<file path="src/rtl/regfile_wb_arbiter_if.sv">
// Writeback bus for regfile_wb_arbiter: two requester handshakes (ALU = a, load = b)
// plus the register-file write port and the contest counter.
interface regfile_wb_arbiter_if #(
    parameter int N = 32,
    parameter int W = 32
);
    localparam int AW = (N > 1) ? $clog2(N) : 1;

    logic          a_valid;
    logic          a_ready;
    logic [AW-1:0] a_addr;
    logic [W-1:0]  a_data;

    logic          b_valid;
    logic          b_ready;
    logic [AW-1:0] b_addr;
    logic [W-1:0]  b_data;

    logic          wen;
    logic [AW-1:0] waddr;
    logic [W-1:0]  wdata;
    logic [15:0]   conflict_cnt;

    // Requester side: drives the writeback requests, observes ready and the write port.
    modport master (
        output a_valid, a_addr, a_data, b_valid, b_addr, b_data,
        input  a_ready, b_ready, wen, waddr, wdata, conflict_cnt
    );

    // Arbiter side.
    modport slave (
        input  a_valid, a_addr, a_data, b_valid, b_addr, b_data,
        output a_ready, b_ready, wen, waddr, wdata, conflict_cnt
    );
endinterface

</file>
<file path="src/rtl/regfile_wb_arbiter.sv">
// Two-requester register-file writeback arbiter with one-entry buffers per requester.
// Macro WB_RR_ARB_EN selects round-robin contests; default is fixed priority to B (load).
module regfile_wb_arbiter #(
    parameter int N = 32,
    parameter int W = 32
) (
    input  logic                clk,
    input  logic                rst,
    regfile_wb_arbiter_if.slave bus
);
    localparam int AW = (N > 1) ? $clog2(N) : 1;

    logic          full_a, full_b;
    logic [AW-1:0] addr_a, addr_b;
    logic [W-1:0]  data_a, data_b;
    logic          grant_a, grant_b;
    logic          accept_a, accept_b;

    logic          wen_q;
    logic [AW-1:0] waddr_q;
    logic [W-1:0]  wdata_q;
    logic [15:0]   conflict_q;

`ifdef WB_RR_ARB_EN
    // Set when B should win the next contest; flips only on contested grants.
    logic prio_b;
`endif

    // NOTE: every always_comb output gets a default first so no path can infer a latch.
    always_comb begin
        grant_a = 1'b0;
        grant_b = 1'b0;
`ifdef WB_RR_ARB_EN
        if (full_b && (!full_a || prio_b))
            grant_b = 1'b1;
        else if (full_a)
            grant_a = 1'b1;
`else
        if (full_b)
            grant_b = 1'b1;
        else if (full_a)
            grant_a = 1'b1;
`endif
    end

    // A buffer being drained this cycle can take a new entry at the same edge.
    assign bus.a_ready = !full_a || grant_a;
    assign bus.b_ready = !full_b || grant_b;
    assign accept_a    = bus.a_valid && bus.a_ready;
    assign accept_b    = bus.b_valid && bus.b_ready;

    // NOTE: payload registers carry no reset; the full flags alone say whether they mean anything.
    always_ff @(posedge clk) begin
        if (accept_a) begin
            addr_a <= bus.a_addr;
            data_a <= bus.a_data;
        end
        if (accept_b) begin
            addr_b <= bus.b_addr;
            data_b <= bus.b_data;
        end
    end

    // NOTE: sequential state uses non-blocking assignments so every register samples pre-edge values.
    always_ff @(posedge clk or posedge rst) begin
        if (rst) begin
            full_a     <= 1'b0;
            full_b     <= 1'b0;
            wen_q      <= 1'b0;
            waddr_q    <= '0;
            wdata_q    <= '0;
            conflict_q <= '0;
`ifdef WB_RR_ARB_EN
            prio_b     <= 1'b1;
`endif
        end else begin
            wen_q <= 1'b0;
            // Writes to x0 still move through the port but never raise wen.
            if (grant_a) begin
                wen_q   <= (addr_a != '0);
                waddr_q <= addr_a;
                wdata_q <= data_a;
            end else if (grant_b) begin
                wen_q   <= (addr_b != '0);
                waddr_q <= addr_b;
                wdata_q <= data_b;
            end

            if (accept_a)
                full_a <= 1'b1;
            else if (grant_a)
                full_a <= 1'b0;

            if (accept_b)
                full_b <= 1'b1;
            else if (grant_b)
                full_b <= 1'b0;

            if (full_a && full_b && (conflict_q != 16'hFFFF))
                conflict_q <= conflict_q + 16'd1;

`ifdef WB_RR_ARB_EN
            if (full_a && full_b)
                prio_b <= grant_a;
`endif
        end
    end

    assign bus.wen          = wen_q;
    assign bus.waddr        = waddr_q;
    assign bus.wdata        = wdata_q;
    assign bus.conflict_cnt = conflict_q;
endmodule

</file>
<file path="src/flat_wrapper.sv">
// flat-port wrapper written by rule: the top's interface ports become plain ports
module regfile_wb_arbiter_flat 
#(
    parameter int N = 32,
    parameter int W = 32
)
  (clk, rst, bus_a_valid, bus_a_addr, bus_a_data, bus_b_valid, bus_b_addr, bus_b_data, bus_a_ready, bus_b_ready, bus_wen, bus_waddr, bus_wdata, bus_conflict_cnt);
  regfile_wb_arbiter_if #(.N(N), .W(W)) bus_i ();
  input  logic clk;
  input  logic rst;
  input wire logic [$bits(bus_i.a_valid)-1:0] bus_a_valid;
  input wire logic [$bits(bus_i.a_addr)-1:0] bus_a_addr;
  input wire logic [$bits(bus_i.a_data)-1:0] bus_a_data;
  input wire logic [$bits(bus_i.b_valid)-1:0] bus_b_valid;
  input wire logic [$bits(bus_i.b_addr)-1:0] bus_b_addr;
  input wire logic [$bits(bus_i.b_data)-1:0] bus_b_data;
  output wire logic [$bits(bus_i.a_ready)-1:0] bus_a_ready;
  output wire logic [$bits(bus_i.b_ready)-1:0] bus_b_ready;
  output wire logic [$bits(bus_i.wen)-1:0] bus_wen;
  output wire logic [$bits(bus_i.waddr)-1:0] bus_waddr;
  output wire logic [$bits(bus_i.wdata)-1:0] bus_wdata;
  output wire logic [$bits(bus_i.conflict_cnt)-1:0] bus_conflict_cnt;
  assign bus_i.a_valid = bus_a_valid;
  assign bus_i.a_addr = bus_a_addr;
  assign bus_i.a_data = bus_a_data;
  assign bus_i.b_valid = bus_b_valid;
  assign bus_i.b_addr = bus_b_addr;
  assign bus_i.b_data = bus_b_data;
  assign bus_a_ready = bus_i.a_ready;
  assign bus_b_ready = bus_i.b_ready;
  assign bus_wen = bus_i.wen;
  assign bus_waddr = bus_i.waddr;
  assign bus_wdata = bus_i.wdata;
  assign bus_conflict_cnt = bus_i.conflict_cnt;
  regfile_wb_arbiter #(.N(N), .W(W)) u_core (.clk(clk), .rst(rst), .bus(bus_i));
endmodule
</file>
<file path="config.mk">
export PLATFORM = sky130hd
export DESIGN_NAME = regfile_wb_arbiter_flat
export DESIGN_NICKNAME = d
export VERILOG_FILES = /design/src/rtl/regfile_wb_arbiter_if.sv /design/src/rtl/regfile_wb_arbiter.sv /design/src/flat_wrapper.sv
export SDC_FILE = /design/constraint.sdc
export NUM_CORES = 1
export LEC_CHECK = 0
export CAP_MARGIN = 15
export CORE_ASPECT_RATIO = 1.2
export CORE_MARGIN = 2
export CORE_UTILIZATION = 40
export DETAILED_ROUTE_END_ITERATION = 10
export PLACE_DENSITY = 0.77
export SLEW_MARGIN = 30
export SYNTH_ARGS = -nofsm -noshare
export SYNTH_HDL_FRONTEND = slang
export SYNTH_SLANG_ARGS = --single-unit
</file>
<file path="constraint.sdc">
create_clock -name clk -period 2.3 [get_ports clk]
set_input_delay 0.46 -clock clk [delete_from_list [all_inputs] [get_ports clk]]
set_output_delay 0.46 -clock clk [all_outputs]
set_load 0.01 [all_outputs]
</file>
==> flow_summary_export.csv, run 1 <==
group,metric,value,unit
setup_path,crit_type,"reg -> out",
die,core,12000,sq um
synthesis,ys_types,36,
route,routed_wl,10300,microns
cts,clockBufferDepth,2,
cells_and_area,fillCellCount,1015,
cells_and_area,seqCellArea,3630,sq um
timing,min_period_over_period,92.8,%
grt,grt_max_degree,52,
timing,hold_viol,0,
placed_design,dp_cells,611,
route,wl_per_cell,16.0,microns
synthesis,ys_seq_area_share,74.5,%
setup_path,cp-start-kind,"flip-flop",
timing,fmax,469,MHz
cts,clk_latency,0.40,ns
placed_design,dp_hpwl,7150,microns
route,drc,0,
route,drtIter0Drc,130,
die,num_rows,44,
power_and_ir_drop,ir_drop,0.490,mV
setup_path,worstPathMaxFanout,13,
synthesis,ys_seq_elements,130,
route,dr.pass1.iters,4,
synthesis,syn_avg_cell_area,15.0,sq um
power_and_ir_drop,leakagePower,2.80,nW
cts,post_cts_buffers,0,
timing,setup_tns,0,ns
route,detail-route-antenna-nets,0,
cells_and_area,flow.area_growth_from_synthesis,43.2,%
cells_and_area,drive_gt1_share,11.2,%
cells_and_area,nets,548,
cts,cts_resized,0,
timing,tightest_slew,0.544,ns
cts,ctsHoldBuffers,0,
timing,period_needed,2.13,ns
timing,relSlewSlack,63.8,%
route,vias,3111,
timing,slew_viol_final,0,
cts,cts.sinks,130,
synthesis,yosysWarnings,0,
die,start_util,40.5,%
grt,grtUsageTotal,16.8,%
grt,antenna_found_initial,0,
cts,htreeDepth,4,
placed_design,routabilityCongestion,0.811,
synthesis,synth_nets,403,
cts,clk_pin_slew,0.06,ns
cts,cts_tree,"yes",
placed_design,io_buffers,132,
die,ios,134,
grt,grt_pass1_wl,16800,microns
job,max-cap-violations,0,
grt,grt_pass1_vias,3317,
cells_and_area,layout.cells.non_filler,644,
setup_path,required,1.84,ns
timing,fin_skew,0.00908,ns
cells_and_area,layout_commonest_cell,"clkdlybuf4s50_1",
synthesis,synth_area,4870,sq um
cells_and_area,mostFrequentLayoutCells,"clkdlybuf4s50_1, edfxtp_1, dfrtp_1",
die,fp.dieH,125,microns
power_and_ir_drop,powerDensity,892,nW/um^2
cells_and_area,multi_input_area,1160,sq um
run_status,status,"complete, no violations",
cts,cts-root-buf,"clkbuf_16",
die,die_w,105,microns
setup_path,endpoint_kind,"output pin",
power_and_ir_drop,p_total,6.22,mW
die,die_area,13100,sq um
synthesis,netlist_instances,324,
route,viasPerCell,4.83,
timing,final-setup-viol-count,0,
hold_path,hold_class,"in -> async",
cts,cts_buffers,17,
setup_path,cp_data_arrival_time,1.67,ns
grt,gr-total-overflow,0,
timing,rsz0062_at_grt,"false",
## stage by stage
stage	util (%)	hold WS, ns	area, sq um	worst slack, ns
CTS	58.0	0.292	6970	0.147
global route	58.0	0.297	6970	0.0875
floorplan	-	0.430	4870	0.349
global placement	53.3	0.436	6390	0.584
detailed placement	53.3	0.440	6390	0.579
finish	58.1	0.296	6970	0.166
## Yosys cell counts, drive strengths merged
library cell | number | area share, %
nor3 | 2 | 0.31
mux2i | 37 | 7.6
mux2 | 2 | 0.46
nand2 | 40 | 3.1
nand4 | 9 | 1.5
buf | 6 | 0.82
or4 | 2 | 0.31
o22a | 1 | 0.18
or3 | 1 | 0.13
xnor2 | 7 | 1.3
ha | 1 | 0.26
inv | 3 | 0.23
xor2 | 3 | 0.54
conb | 1 | 0.077
nand2b | 2 | 0.26
nor2 | 7 | 0.59
o21a | 2 | 0.31
a21oi | 1 | 0.10
o21ai | 41 | 4.3
clkbuf | 9 | 0.69
nor4 | 1 | 0.26
and2b | 1 | 0.18
o211ai | 2 | 0.31
nand3 | 5 | 0.51
and2 | 1 | 0.13
or2 | 2 | 0.36
and3 | 4 | 0.54
dfrtp | 56 | 29
edfxtp | 74 | 46
o31a | 1 | 0.18
## registers in the layout, summed over array words and instances, names as in the netlist
| name | cells |
|---|---|
| u_core.addr_a | 5 |
| u_core.addr_b | 5 |
| u_core.bus.conflict_cnt | 16 |
| u_core.bus.waddr | 5 |
| u_core.bus.wdata | 32 |
| u_core.bus.wen | 1 |
| u_core.data_a | 32 |
| u_core.data_b | 32 |
| u_core.full_a | 1 |
| u_core.full_b | 1 |
## final timing paths
check | from | to | slack, ns | cells past startpoint
max | u_core.full_a | bus_a_ready | 0.17 | 2
min | rst | u_core.bus.conflict_cnt[13] | 0.30 | 2
max reg2reg | u_core.full_b | u_core.bus.conflict_cnt[13] | 0.60 | 5
min reg2reg | u_core.data_b[21] | u_core.bus.wdata[21] | 0.45 | 2
max in group asynchronous | rst | u_core.bus.wdata[22] | 1.40 | 3
min in group clk | u_core.data_b[21] | u_core.bus.wdata[21] | 0.45 | 2
## area by class of cell
cell class	count	area share (%)
Antenna cell	1	0.0359
Clock buffer	19	6.21
Clock inverter	13	1.99
Inverter	3	0.162
Multi-Input combinational cell	176	16.6
Sequential cell	130	52.0
Tap cell	161	2.89
Timing Repair Buffer	141	20.0
## worst max-delay path: stages (launching register included)
cell	delay, ns
dfrtp_2	0.53
nand2_1	0.19
clkdlybuf4s50_1	0.56
## per-layer routing
| metal | global-route usage [%] | vias up | part of all wire (%) |
|---|---|---|---|
| met4 | 6.20 | 0 | 1.3 |
| met1 | 20.4 | 1524 | 42 |
| met5 | 0 | - | 0 |
| met3 | 5.81 | 11 | 5.8 |
| li1 | - | 1468 | - |
| met2 | 27.8 | 108 | 51 |
## power breakdown
group / switching, mW / internal (mW) / leakage [nW]
Clock: 0.963 / 1.59 / 0.267
Combinational: 0.339 / 0.457 / 1.14
Sequential: 0.164 / 2.70 / 1.40
Total: 1.47 / 4.75 / 2.80
## kinds of logic after synthesis
kind of cell / count (synthesis) / synth area share, %
other cells: 1 / 0.0771
xor+xnor: 10 / 1.80
fa+ha+maj: 1 / 0.257
flops: 130 / 74.5
buf+inv: 18 / 1.75
simple gates: 77 / 8.20
mux: 39 / 8.07
compound gates: 48 / 5.37
No activity file was read; power rests on OpenSTA's default activity.
==> run 2: changes to the inputs <==
--- a/config.mk
+++ b/config.mk
@@ -11,6 +11,7 @@
 export CORE_UTILIZATION = 40
 export DETAILED_ROUTE_END_ITERATION = 10
 export PLACE_DENSITY = 0.77
+export RECOVER_POWER = 100
 export SLEW_MARGIN = 30
 export SYNTH_ARGS = -nofsm -noshare
 export SYNTH_HDL_FRONTEND = slang
==> run 2 against run 1 <==
  * Sequential power about the same
  * Utilization decreased by 0.52 points
  * Flip-flop and latch count unchanged
  * Cell count unchanged
  * Clock power about the same
  * Wire length decreased by 0.46%
  * Non-clock buffer count unchanged
  * Count of clock-buffer cells in the layout unchanged
  * Critical path type unchanged
  * Critical endpoint unchanged
  * Highest routed layer unchanged
==> flow_summary_export.csv, run 2 (synthesis gave the netlist of run 1 again) <==
group,metric,value,unit
run_status,status,"complete, no violations",
route,vias,3134,
cells_and_area,nets,548,
cts,htreeDepth,4,
timing,tightest_slew,1.29,ns
power_and_ir_drop,comb_power_share,11.6,%
cells_and_area,layout_commonest_cell,"dlygate4sd3_1",
timing,slew_viol_final,0,
route,routed_wl,10200,microns
placed_design,placed_area,6390,sq um
setup_path,crit_type,"reg -> out",
cts,clk_pin_slew,0.06,ns
power_and_ir_drop,swShare,23.8,%
setup_path,crit_chain,"nand2_1 -> clkdlybuf4s50_1",
power_and_ir_drop,ir_drop,0.485,mV
power_and_ir_drop,p_seq_share,46.6,%
placed_design,dp_hpwl,7150,microns
cts,clockBufferDepth,2,
cts,ctsHoldBuffers,0,
power_and_ir_drop,power_frac_clock,41.7,%
cells_and_area,drive_gt1_share,8.92,%
cts,post_cts_buffers,0,
die,start_util,40.5,%
die,fp.dieH,125,microns
route,drtIter0Drc,111,
cts,cts_tree,"yes",
setup_path,rr_worst_depth,3,
placed_design,dp_worst_setup_slack,0.579,ns
cells_and_area,fin_util,57.5,%
timing,rsz0062_at_grt,"false",
hold_path,hold_start,"u_core.data_b[23]",
cts,clk_latency,0.40,ns
die,ios,134,
setup_path,r2r_end,"u_core.data_a[5]",
timing,final-setup-viol-count,0,
route,detail-route-antenna-nets,0,
cells_and_area,stdcell_area,6910,sq um
die,die_w,105,microns
setup_path,cp_slowest_cell,"clkdlybuf4s50_1",
route,viasPerCell,4.87,
timing,fmax,468,MHz
grt,grt_max_degree,52,
timing,min_period_over_period,92.9,%
cells_and_area,flow.area_growth_from_synthesis,41.9,%
timing,setup_tns,0,ns
die,num_rows,44,
setup_path,r2r_start,"u_core.full_a",
grt,antenna_found_initial,1,
grt,grtUsageTotal,16.8,%
die,core,12000,sq um
die,die_area,13100,sq um
setup_path,worstPathMaxFanout,13,
timing,layout_setup_ws,0.164,ns
setup_path,cp_data_arrival_time,1.68,ns
grt,gr-total-overflow,0,
cts,cts_buffers,17,
hold_path,min_path_cells,2,
power_and_ir_drop,p_total,6.14,mW
placed_design,io_buffers,132,
setup_path,max_stage_delay,0.56,ns
job,max-cap-violations,0,
cts,cts.sinks,130,
setup_path,required,1.84,ns
timing,relSlewSlack,13.8,%
setup_path,rrSetupSlack,0.24,ns
hold_path,hold-path-endpoint,"u_core.bus.wdata[23]",
timing,fin_hold_ws,0.452,ns
cells_and_area,mostFrequentLayoutCells,"dlygate4sd3_1, edfxtp_1, dfrtp_1",
power_and_ir_drop,leakagePower,2.85,nW
power_and_ir_drop,powerDensity,889,nW/um^2
cts,cts-root-buf,"clkbuf_16",
setup_path,endpoint_kind,"output pin",
placed_design,routabilityCongestion,0.811,
timing,fin_skew,0.00822,ns
hold_path,hold_class,"reg -> reg",
route,dr.pass1.iters,4,
cells_and_area,layout.cells.non_filler,644,
grt,grt_pass1_wl,16800,microns
cts,cts_resized,0,
placed_design,dp_cells,611,
timing,period_needed,2.14,ns
route,wl_per_cell,15.9,microns
timing,hold_viol,0,
cells_and_area,fillCellCount,1029,
power_and_ir_drop,p_int,4.67,mW
grt,grt_pass1_vias,3317,
power_and_ir_drop,p_sw,1.46,mW
route,drc,0,
setup_path,cp-start-kind,"flip-flop",
-- run 2: cell types whose count changed in the layout (fill, tap and decap cells not counted), moves of 2 or more --
| cell | previous run | this run |
|---|---|---|
| buf_4 | 8 | 2 |
| clkbuf_1 | 2 | 6 |
| clkbuf_2 | 0 | 4 |
| clkdlybuf4s50_1 | 131 | 2 |
| dlygate4sd3_1 | 0 | 129 |
| nand4_1 | 6 | 8 |
| nand4_2 | 3 | 1 |
-- run 2: worst max-delay path by stage --
stage	slack (ns)	to	from
after floorplan	0.35	u_core.addr_a[0]	u_core.full_a
after global placement	0.58	bus_a_ready	u_core.full_a
after detailed placement	0.58	bus_a_ready	u_core.full_a
after CTS	0.15	bus_a_ready	u_core.full_a
after global routing	0.09	bus_a_ready	u_core.full_a
final	0.16	bus_a_ready	u_core.full_a
-- run 2: final cells by class --
type                       count  area [sq um]  share of cell area, %
clock buffer                  19           433                   6.27
clock inverter                13           139                   2.01
tap                          161           201                   2.92
multi-input combinational    176          1130                   16.4
sequential                   130          3630                   52.5
antenna                        1          2.50                 0.0362
timing repair buffer         141          1360                   19.7
inverter                       3          11.3                  0.163
-- run 2: power groups by stage --
stage / sequential (mW) / combinational [mW] / clock [mW]
6_report: 2.86 / 0.713 / 2.56
3_3_place_gp: 2.90 / 0.777 / 0
3_5_place_dp: 2.90 / 0.803 / 0
2_1_floorplan: 2.92 / 0.264 / 0
5_1_grt: 2.89 / 0.786 / 2.72
4_1_cts: 2.86 / 0.811 / 2.61
-- run 2: per-layer routing --
metal / track usage [%] / share of wire [%] / up-vias
li1: - / - / 1468
met4: 6.20 / 1.8 / 0
met1: 20.4 / 42 / 1528
met2: 27.8 / 51 / 122
met3: 5.81 / 5.9 / 16
met5: 0 / 0 / -
-- run 2: worst max-delay path: cells and delay by family (launching register included) --
kind                   cells  cell delay [ns]
flip-flops                 1             0.53
buffers and inverters      1             0.56
AND/OR/NAND/NOR            1             0.19
==> run 3: changes to the inputs <==
--- a/config.mk
+++ b/config.mk
@@ -10,7 +10,7 @@
 export CORE_MARGIN = 2
 export CORE_UTILIZATION = 40
 export DETAILED_ROUTE_END_ITERATION = 10
-export PLACE_DENSITY = 0.77
+export PLACE_DENSITY = 0.65
 export RECOVER_POWER = 100
 export SLEW_MARGIN = 30
 export SYNTH_ARGS = -nofsm -noshare
==> run 3 against run 2 <==
  * The run now ends with max-capacitance violations, max-slew violations left
  * Sequential power about the same
  * Sequential share of layout area about the same
  * Global-route usage down 0.94 points
  * Worst hold slack worse by 0.0024 ns
  * Non-clock buffer count unchanged
  * Critical path depth unchanged
  * Largest cell class unchanged
==> flow_summary_export.csv, run 3 (synthesis gave the netlist of run 1 again) <==
group,metric,value,unit
route,viasPerCell,4.74,
cts,cts_buffers,17,
cells_and_area,layout_commonest_cell,"dlygate4sd3_1",
grt,grt_pass1_vias,3109,
cts,clk_pin_slew,0.05,ns
timing,fmax,488,MHz
grt,grt_max_degree,50,
setup_path,worstPathMaxFanout,5,
cts,cts_resized,0,
placed_design,dp_worst_setup_slack,0.620,ns
timing,slew_viol_final,33,
cells_and_area,nets,548,
cts,post_cts_buffers,0,
die,start_util,40.5,%
setup_path,cp_data_arrival_time,1.59,ns
timing,min_period_over_period,89.1,%
timing,final-setup-viol-count,0,
job,max-cap-violations,1,
cells_and_area,fillCellCount,1016,
timing,period_needed,2.05,ns
cells_and_area,flow.area_growth_from_synthesis,42.0,%
grt,grt_pass1_wl,15900,microns
cells_and_area,mostFrequentLayoutCells,"dlygate4sd3_1, edfxtp_1, dfrtp_1",
timing,fin_skew,0.00961,ns
cts,clockBufferDepth,2,
timing,tightest_slew,1.51,ns
timing,relSlewSlack,-0.846,%
die,num_rows,44,
timing,layout_setup_ws,0.252,ns
grt,antenna_found_initial,2,
run_status,violations,"max-capacitance violations, max-slew violations",
grt,gr-total-overflow,0,
route,wl_per_cell,15.1,microns
die,die_area,13100,sq um
grt,grtUsageTotal,15.9,%
timing,rsz0062_at_grt,"false",
route,vias,3052,
placed_design,routabilityCongestion,0.796,
timing,setup_tns,0,ns
power_and_ir_drop,ir_drop,0.443,mV
power_and_ir_drop,leakagePower,2.89,nW
setup_path,required,1.84,ns
die,ios,134,
route,detail-route-antenna-nets,0,
placed_design,io_buffers,132,
route,dr.pass1.iters,7,
die,fp.dieH,125,microns
cells_and_area,drive_gt1_share,8.92,%
route,routed_wl,9700,microns
setup_path,cp-start-kind,"flip-flop",
power_and_ir_drop,powerDensity,877,nW/um^2
route,drc,0,
die,die_w,105,microns
cts,clk_latency,0.40,ns
timing,hold_viol,0,
cts,cts-root-buf,"clkbuf_16",
cts,ctsHoldBuffers,0,
cts,cts.sinks,130,
cts,cts_tree,"yes",
placed_design,dp_hpwl,6770,microns
run_status,status,"finished, violations left",
hold_path,hold_class,"reg -> reg",
setup_path,endpoint_kind,"output pin",
cts,htreeDepth,4,
route,drtIter0Drc,98,
setup_path,crit_type,"reg -> out",
die,core,12000,sq um
run 3: cell types whose count changed in the layout (fill, tap and decap cells not counted), sizes merged:
| cell | change |
|---|---|
| bufinv | -2 |
| clkbuf | +4 |
| clkdlybuf4s50 | -1 |
| clkinv | -1 |
| clkinvlp | -4 |
| dlygate4sd3 | +1 |
| dlymetal6s2s | +1 |
| inv | +2 |
run 3: cell type report:
cell class / instances / area [sq um] / share of cell area (%)
flip-flops and latches: 130 / 3630 / 52.5
repair buffers: 141 / 1370 / 19.8
clock buffers: 24 / 524 / 7.59
well taps: 161 / 201 / 2.92
multi-input cells: 176 / 1130 / 16.4
diodes: 1 / 2.50 / 0.0362
inverters: 3 / 11.3 / 0.163
clock inverters: 8 / 43.8 / 0.634
run 3: worst paths after layout:
path,from,to,slack [ns],depth (start not counted)
setup / recovery,u_core.full_a,bus_a_ready,0.25,2
hold / removal,u_core.data_b[7],u_core.bus.wdata[7],0.45,2
setup reg to reg,u_core.full_a,u_core.data_a[15],0.39,3
hold reg to reg,u_core.data_b[7],u_core.bus.wdata[7],0.45,2
max in group asynchronous,rst,u_core.bus.waddr[3],0.55,3
min in group asynchronous,rst,u_core.bus.wdata[23],0.69,2
run 3: critical path, stage by stage (launching register included):
cell and delay [ns]:
dfrtp_2 0.42, nand2_1 0.14, dlygate4sd3_1 0.63
run 3: power by group:
| part | internal (mW) | switching (mW) |
|---|---|---|
| registers | 2.71 | 0.135 |
| logic | 0.379 | 0.336 |
| clock network | 1.58 | 0.920 |
| total | 4.67 | 1.39 |
run 3: through the flow:
stage | util [%] | instances | cell area, sq um | power [mW] | hold slack (ns)
3_3_place_gp | 53.5 | 611 | 6420 | 3.68 | 0.435
5_1_grt | 57.6 | 644 | 6910 | 6.35 | 0.481
2_1_floorplan | - | 324 | 4870 | 3.19 | 0.430
4_1_cts | 58.2 | 643 | 6990 | 6.24 | 0.403
3_5_place_dp | 53.5 | 611 | 6420 | 3.71 | 0.444
6_report | 57.6 | 644 | 6910 | 6.06 | 0.450
run 3: routing by layer:
| layer | up-vias | track usage, % | part of all wire, % |
|---|---|---|---|
| li1 | 1473 | - | - |
| met1 | 1450 | 20.4 | 44 |
| met2 | 113 | 24.6 | 48 |
| met3 | 14 | 5.81 | 6.7 |
| met4 | 2 | 6.04 | 1.5 |
| met5 | - | 0 | 0.17 |
==> edit 1 (flow settings as in run 3) <==
`W` is set to 32 in 3 places; all go to 16.
--- a/src/rtl/regfile_wb_arbiter_if.sv
+++ b/src/rtl/regfile_wb_arbiter_if.sv
@@ -3,5 +3,5 @@
 interface regfile_wb_arbiter_if #(
     parameter int N = 32,
-    parameter int W = 32
+    parameter int W = 16
 );
     localparam int AW = (N > 1) ? $clog2(N) : 1;
--- a/src/rtl/regfile_wb_arbiter.sv
+++ b/src/rtl/regfile_wb_arbiter.sv
@@ -3,5 +3,5 @@
 module regfile_wb_arbiter #(
     parameter int N = 32,
-    parameter int W = 32
+    parameter int W = 16
 ) (
     input  logic                clk,
--- a/src/flat_wrapper.sv
+++ b/src/flat_wrapper.sv
@@ -3,5 +3,5 @@
 #(
     parameter int N = 32,
-    parameter int W = 32
+    parameter int W = 16
 )
   (clk, rst, bus_a_valid, bus_a_addr, bus_a_data, bus_b_valid, bus_b_addr, bus_b_data, bus_a_ready, bus_b_ready, bus_wen, bus_waddr, bus_wdata, bus_conflict_cnt);
Ports: changed (resized bus_a_data, bus_b_data and bus_wdata); port bits go from 134 to 86. No check against the original RTL was run, so the function may have changed too.
==> edit 1 against run 3 <==
Die area down 34%; setup slack better by 0.084 ns; cell area down 38%; sequential cell count down 48; synthesized cell count down 32%; fmax up 4.3%; area after synthesis down 35%; routed wire length down 38%; power down 44%; largest power group unchanged.
==> edit 1: results (changes against run 3) <==
[global_routing]
grt_max_degree=46  ; was 50
track_usage_pct=14.8  ; was 15.9%
antenna_found_initial=0  ; was 2
first_global_vias=2038  ; was 3109
grt_pass1_wl_mm=9.73  ; was 15.9 mm

[clocking]
cts.clk_slew.worst_paths_ns=0.08  ; was 0.05 ns
clkLatencyLatePin_ns=0.34  ; was 0.40 ns
numCtsBuffers=9  ; was 17
clock-root-buffer=clkbuf_8  ; was clkbuf_16
h-tree-depth=3  ; was 4

[run_status]
status=completed  ; was finished, violations left

[yosys]
synth-edff-count=42  ; was 74
ys_seq_area_share_pct=71.9  ; was 74.5%
syn-num-nets=267  ; was 403
yosysUniqueCellTypes=29  ; was 36
synth.area.top_cells=edfxtp_1 40%, dfrtp_1 32%, mux2i_1 6.7%  ; was edfxtp_1 46%, dfrtp_1 29%, mux2i_1 7.6%
synth_common_cells=42 x edfxtp_1, 40 x dfrtp_1, 28 x nand2_1  ; was 74 x edfxtp_1, 56 x dfrtp_1, 40 x nand2_1, 40 x o21ai_0, 37 x mux2i_1
ys_async_sr_fraction_pct=48.8  ; was 43.1%

[critical_path]
ff2ff_path_depth=6  ; was 3
worst-endpoint-arrival_ns=1.50  ; was 1.59 ns
worstPathMaxFanout=10  ; was 5
startpoint=u_core.full_b  ; was u_core.full_a
ff2ff_setup_slack_ns=0.37  ; was 0.39 ns
r2r_end=u_core.bus.conflict_cnt[15]  ; was u_core.data_a[15]
crit-reg2reg-launch=u_core.bus.conflict_cnt[0]  ; was u_core.full_a

[layout]
final_nets=356  ; was 548
drive_gt1_share_pct=7.64  ; was 8.92%

[detailed_routing]
vias_per_cell=4.86  ; was 4.74
drt_iter0_drc=48  ; was 98
drt_wl_total_mm=5.97  ; was 9.70 mm
drt-pass1-iter-count=4  ; was 7

[power_and_ir_drop]
leakage_nw=1.84  ; was 2.89 nW
ir_drop_v=0.000439  ; was 0.000443 V

[placed_design]
port_buffers=84  ; was 132
gp_congestion=0.754  ; was 0.796
hpwlAfterDp_mm=4.00  ; was 6.77 mm

[sta]
slew_headroom_pct=18.1  ; was -0.846%
skew_ns=0.00628  ; was 0.00961 ns

-- edit 1: layout make-up --
class                   instances  area, um^2
diodes                          1        2.50
clock buffers                   9         124
clock inverters                 7         101
fillers                       676        3380
inverters                       2        7.51
multi-input cells             124         796
flip-flops and latches         82        2260
well taps                      92         115
repair buffers                 90         872
-- edit 1: logic make-up (layout without fill, tap and decap cells) --
logic type,after synthesis,in the layout,synth area share [%]
mux,22,22,7.04
other cells,1,2,0.119
compound gates,24,24,3.82
xor+xnor,15,15,4.18
flops,82,82,71.9
buf+inv,14,108,2.19
fa+ha+maj,1,1,0.398
simple gates,61,61,10.3
-- edit 1: worst min path at each step --
| stage | from | end | slack [ns] | cells after the start |
|---|---|---|---|---|
| 3_3_place_gp | u_core.data_b[1] | u_core.bus.wdata[1] | 0.43 | 2 |
| 2_1_floorplan | u_core.data_b[0] | u_core.bus.wdata[0] | 0.43 | 2 |
| 3_5_place_dp | u_core.data_b[6] | u_core.bus.wdata[6] | 0.45 | 2 |
| 4_1_cts | u_core.data_b[10] | u_core.bus.wdata[10] | 0.46 | 2 |
| 6_report | u_core.data_b[6] | u_core.bus.wdata[6] | 0.46 | 2 |
| 5_1_grt | u_core.data_b[9] | u_core.bus.wdata[9] | 0.50 | 2 |
-- edit 1: report_power, final --
part	internal [mW]	leakage [nW]	switching, mW
clock	0.621	0.106	0.531
sequential	1.70	0.904	0.101
combinational	0.254	0.833	0.209
-- edit 1: worst max-delay path: stages, from the launching register on --
cell and delay, ns:
dfrtp_1 0.41, nand2_4 0.13, dlygate4sd3_1 0.61
-- edit 1: layer usage --
| layer | vias to the layer above | GRT usage (%) | wire, um |
|---|---|---|---|
| li1 | 963 | - | - |
| met1 | 953 | 18.1 | 2490 |
| met2 | 54 | 24.5 | 3090 |
| met3 | 9 | 3.67 | 258 |
| met4 | 0 | 7.45 | 132 |
| met5 | - | 0 | 0 |
-- edit 1: metrics by stage --
step | worst slack [ns] | hold slack [ns] | cells | utilization, % | area (um^2)
floorplan | 0.572 | 0.430 | 220 | - | 3150
global placement | 0.574 | 0.435 | 390 | 53.3 | 4090
detailed placement | 0.509 | 0.446 | 390 | 53.3 | 4090
CTS | 0.373 | 0.464 | 406 | 56.2 | 4310
global route | 0.194 | 0.497 | 406 | 55.8 | 4280
finish | 0.336 | 0.459 | 407 | 55.9 | 4280
==> edit 2 (config.mk and constraints of run 3) <==
Without the edit above. Reset style: synchronous (`rst`), changed in one clocked block.
--- a/src/rtl/regfile_wb_arbiter.sv
+++ b/src/rtl/regfile_wb_arbiter.sv
@@ -63,5 +63,5 @@
 
     // NOTE: sequential state uses non-blocking assignments so every register samples pre-edge values.
-    always_ff @(posedge clk or posedge rst) begin
+    always_ff @(posedge clk) begin
         if (rst) begin
             full_a     <= 1'b0;
Check against the original RTL: differs if rst is asserted again (counterexample within 4 cycles, from zero or initial values and one cycle with rst high); with rst held inactive, the same outputs for 10 cycles.
==> edit 2 against run 3 <==
Die area is essentially flat; power shrank 6.5%; setup slack lost 0.019 ns; cell area shrank 0.18%; critical endpoint unchanged; sequential cell count is the same; final cell count grew 9.6%; area after synthesis is essentially flat; routed wire length grew 14%.
==> edit 2: results (changes against run 3) <==
[run_status]
status=completed  ; was finished, violations left

[sta]
fin_ws_ns=0.233  ; was 0.252 ns
worst_pin_slew_ns=1.34  ; was 1.51 ns
skew_ns=0.00926  ; was 0.00961 ns

[yosys]
yosysUniqueCellTypes=42  ; was 36
synth_common_cells=84 x nor2_1, 74 x edfxtp_1, 56 x dfxtp_1  ; was 74 x edfxtp_1, 56 x dfrtp_1, 40 x nand2_1, 40 x o21ai_0, 37 x mux2i_1
ys_async_sr_fraction_pct=0  ; was 43.1%
synth.area.top_cells=edfxtp_1 46%, dfxtp_1 23%, mux2i_1 7.8%  ; was edfxtp_1 46%, dfrtp_1 29%, mux2i_1 7.6%
ys_seq_area_share_pct=68.7  ; was 74.5%
syn-num-nets=473  ; was 403

[global_routing]
grt_pass1_wl_mm=17.3  ; was 15.9 mm
antenna_found_initial=0  ; was 2
first_global_vias=3435  ; was 3109
grt_max_degree=77  ; was 50

[critical_path]
startpoint=u_core.full_b  ; was u_core.full_a
r2r_end=u_core.bus.wdata[15]  ; was u_core.data_a[15]
worst-endpoint-arrival_ns=1.61  ; was 1.59 ns
cpPeakStageDelay_ns=0.54  ; was 0.63 ns
cpMaxStageDelayCell=clkdlybuf4s50_1  ; was dlygate4sd3_1
ff2ff_setup_slack_ns=0.29  ; was 0.39 ns
crit-reg2reg-launch=u_core.full_a  ; unchanged
ff2ff_path_depth=5  ; was 3

[power_and_ir_drop]
leakage_nw=2.65  ; was 2.89 nW
switchingPower_mw=1.21  ; was 1.39 mW
p_comb_share_pct=8.1  ; was 11.8%
clock_power_share_pct=44.8  ; was 41.3%

[placed_design]
post_dp_cell_area_um2=6380  ; was 6420 um^2
dp_slack_ns=0.437  ; was 0.620 ns
hpwlAfterDp_mm=7.11  ; was 6.77 mm

[detailed_routing]
vias_per_cell=4.88  ; was 4.74
drt_wl_total_mm=11.0  ; was 9.70 mm
drt_iter0_drc=122  ; was 98

[layout]
fill_cells=1041  ; was 1016
final_nets=610  ; was 548

[worst_hold_path]
hold_path_class=in2reg  ; was reg2reg

[edit 2: how the worst min path moves through the flow]
stage                                  from              endpoint  slack (ns)  cells after the start
after floorplan            u_core.data_b[0]   u_core.bus.wdata[0]        0.45                      2
after global placement    u_core.data_b[30]  u_core.bus.wdata[30]        0.46                      2
after detailed placement   u_core.data_b[3]   u_core.bus.wdata[3]        0.47                      2
after CTS                               rst   u_core.bus.wdata[0]        0.44                      2
after global routing                    rst   u_core.bus.wdata[8]        0.46                      2
final                                   rst   u_core.bus.wdata[0]        0.46                      2
[edit 2: kinds of logic (layout without fill, tap and decap cells)]
group                      count (synthesis)  after routing  synth area share [%]
and+or+nand+nor                          132            132                  12.3
DFF                                      130            130                  68.7
AOI/OAI and AO/OA                         64             64                  7.79
muxes                                     42             42                  8.74
buffers and inverters                     24            174                  2.16
adders and majority gates                  1              1                 0.257
other                                      1              2                0.0770
[edit 2: layout make-up]
cell class | instances | area (um^2) | share of cell area (%)
tap | 161 | 201 | 2.92
multi-input combinational | 240 | 1410 | 20.5
clock inverter | 11 | 113 | 1.63
antenna | 1 | 2.50 | 0.0363
inverter | 3 | 13.8 | 0.200
timing repair buffer | 139 | 1360 | 19.7
sequential | 130 | 3340 | 48.5
clock buffer | 21 | 450 | 6.53
[edit 2: metal layers]
metal / vias up / wire (um) / global-route usage, %
met4: 0 / 132 / 7.29
met1: 1637 / 4690 / 21.0
met3: 10 / 510 / 4.55
met5: - / 0 / 0
met2: 99 / 5700 / 29.3
li1: 1698 / - / -
[edit 2: through the flow]
step	hold slack [ns]	total power, mW	cells
final	0.460	5.67	706
after global routing	0.458	5.88	705
after CTS	0.441	5.78	705
after detailed placement	0.467	3.23	673
after global placement	0.456	3.22	673
after floorplan	0.452	2.92	394
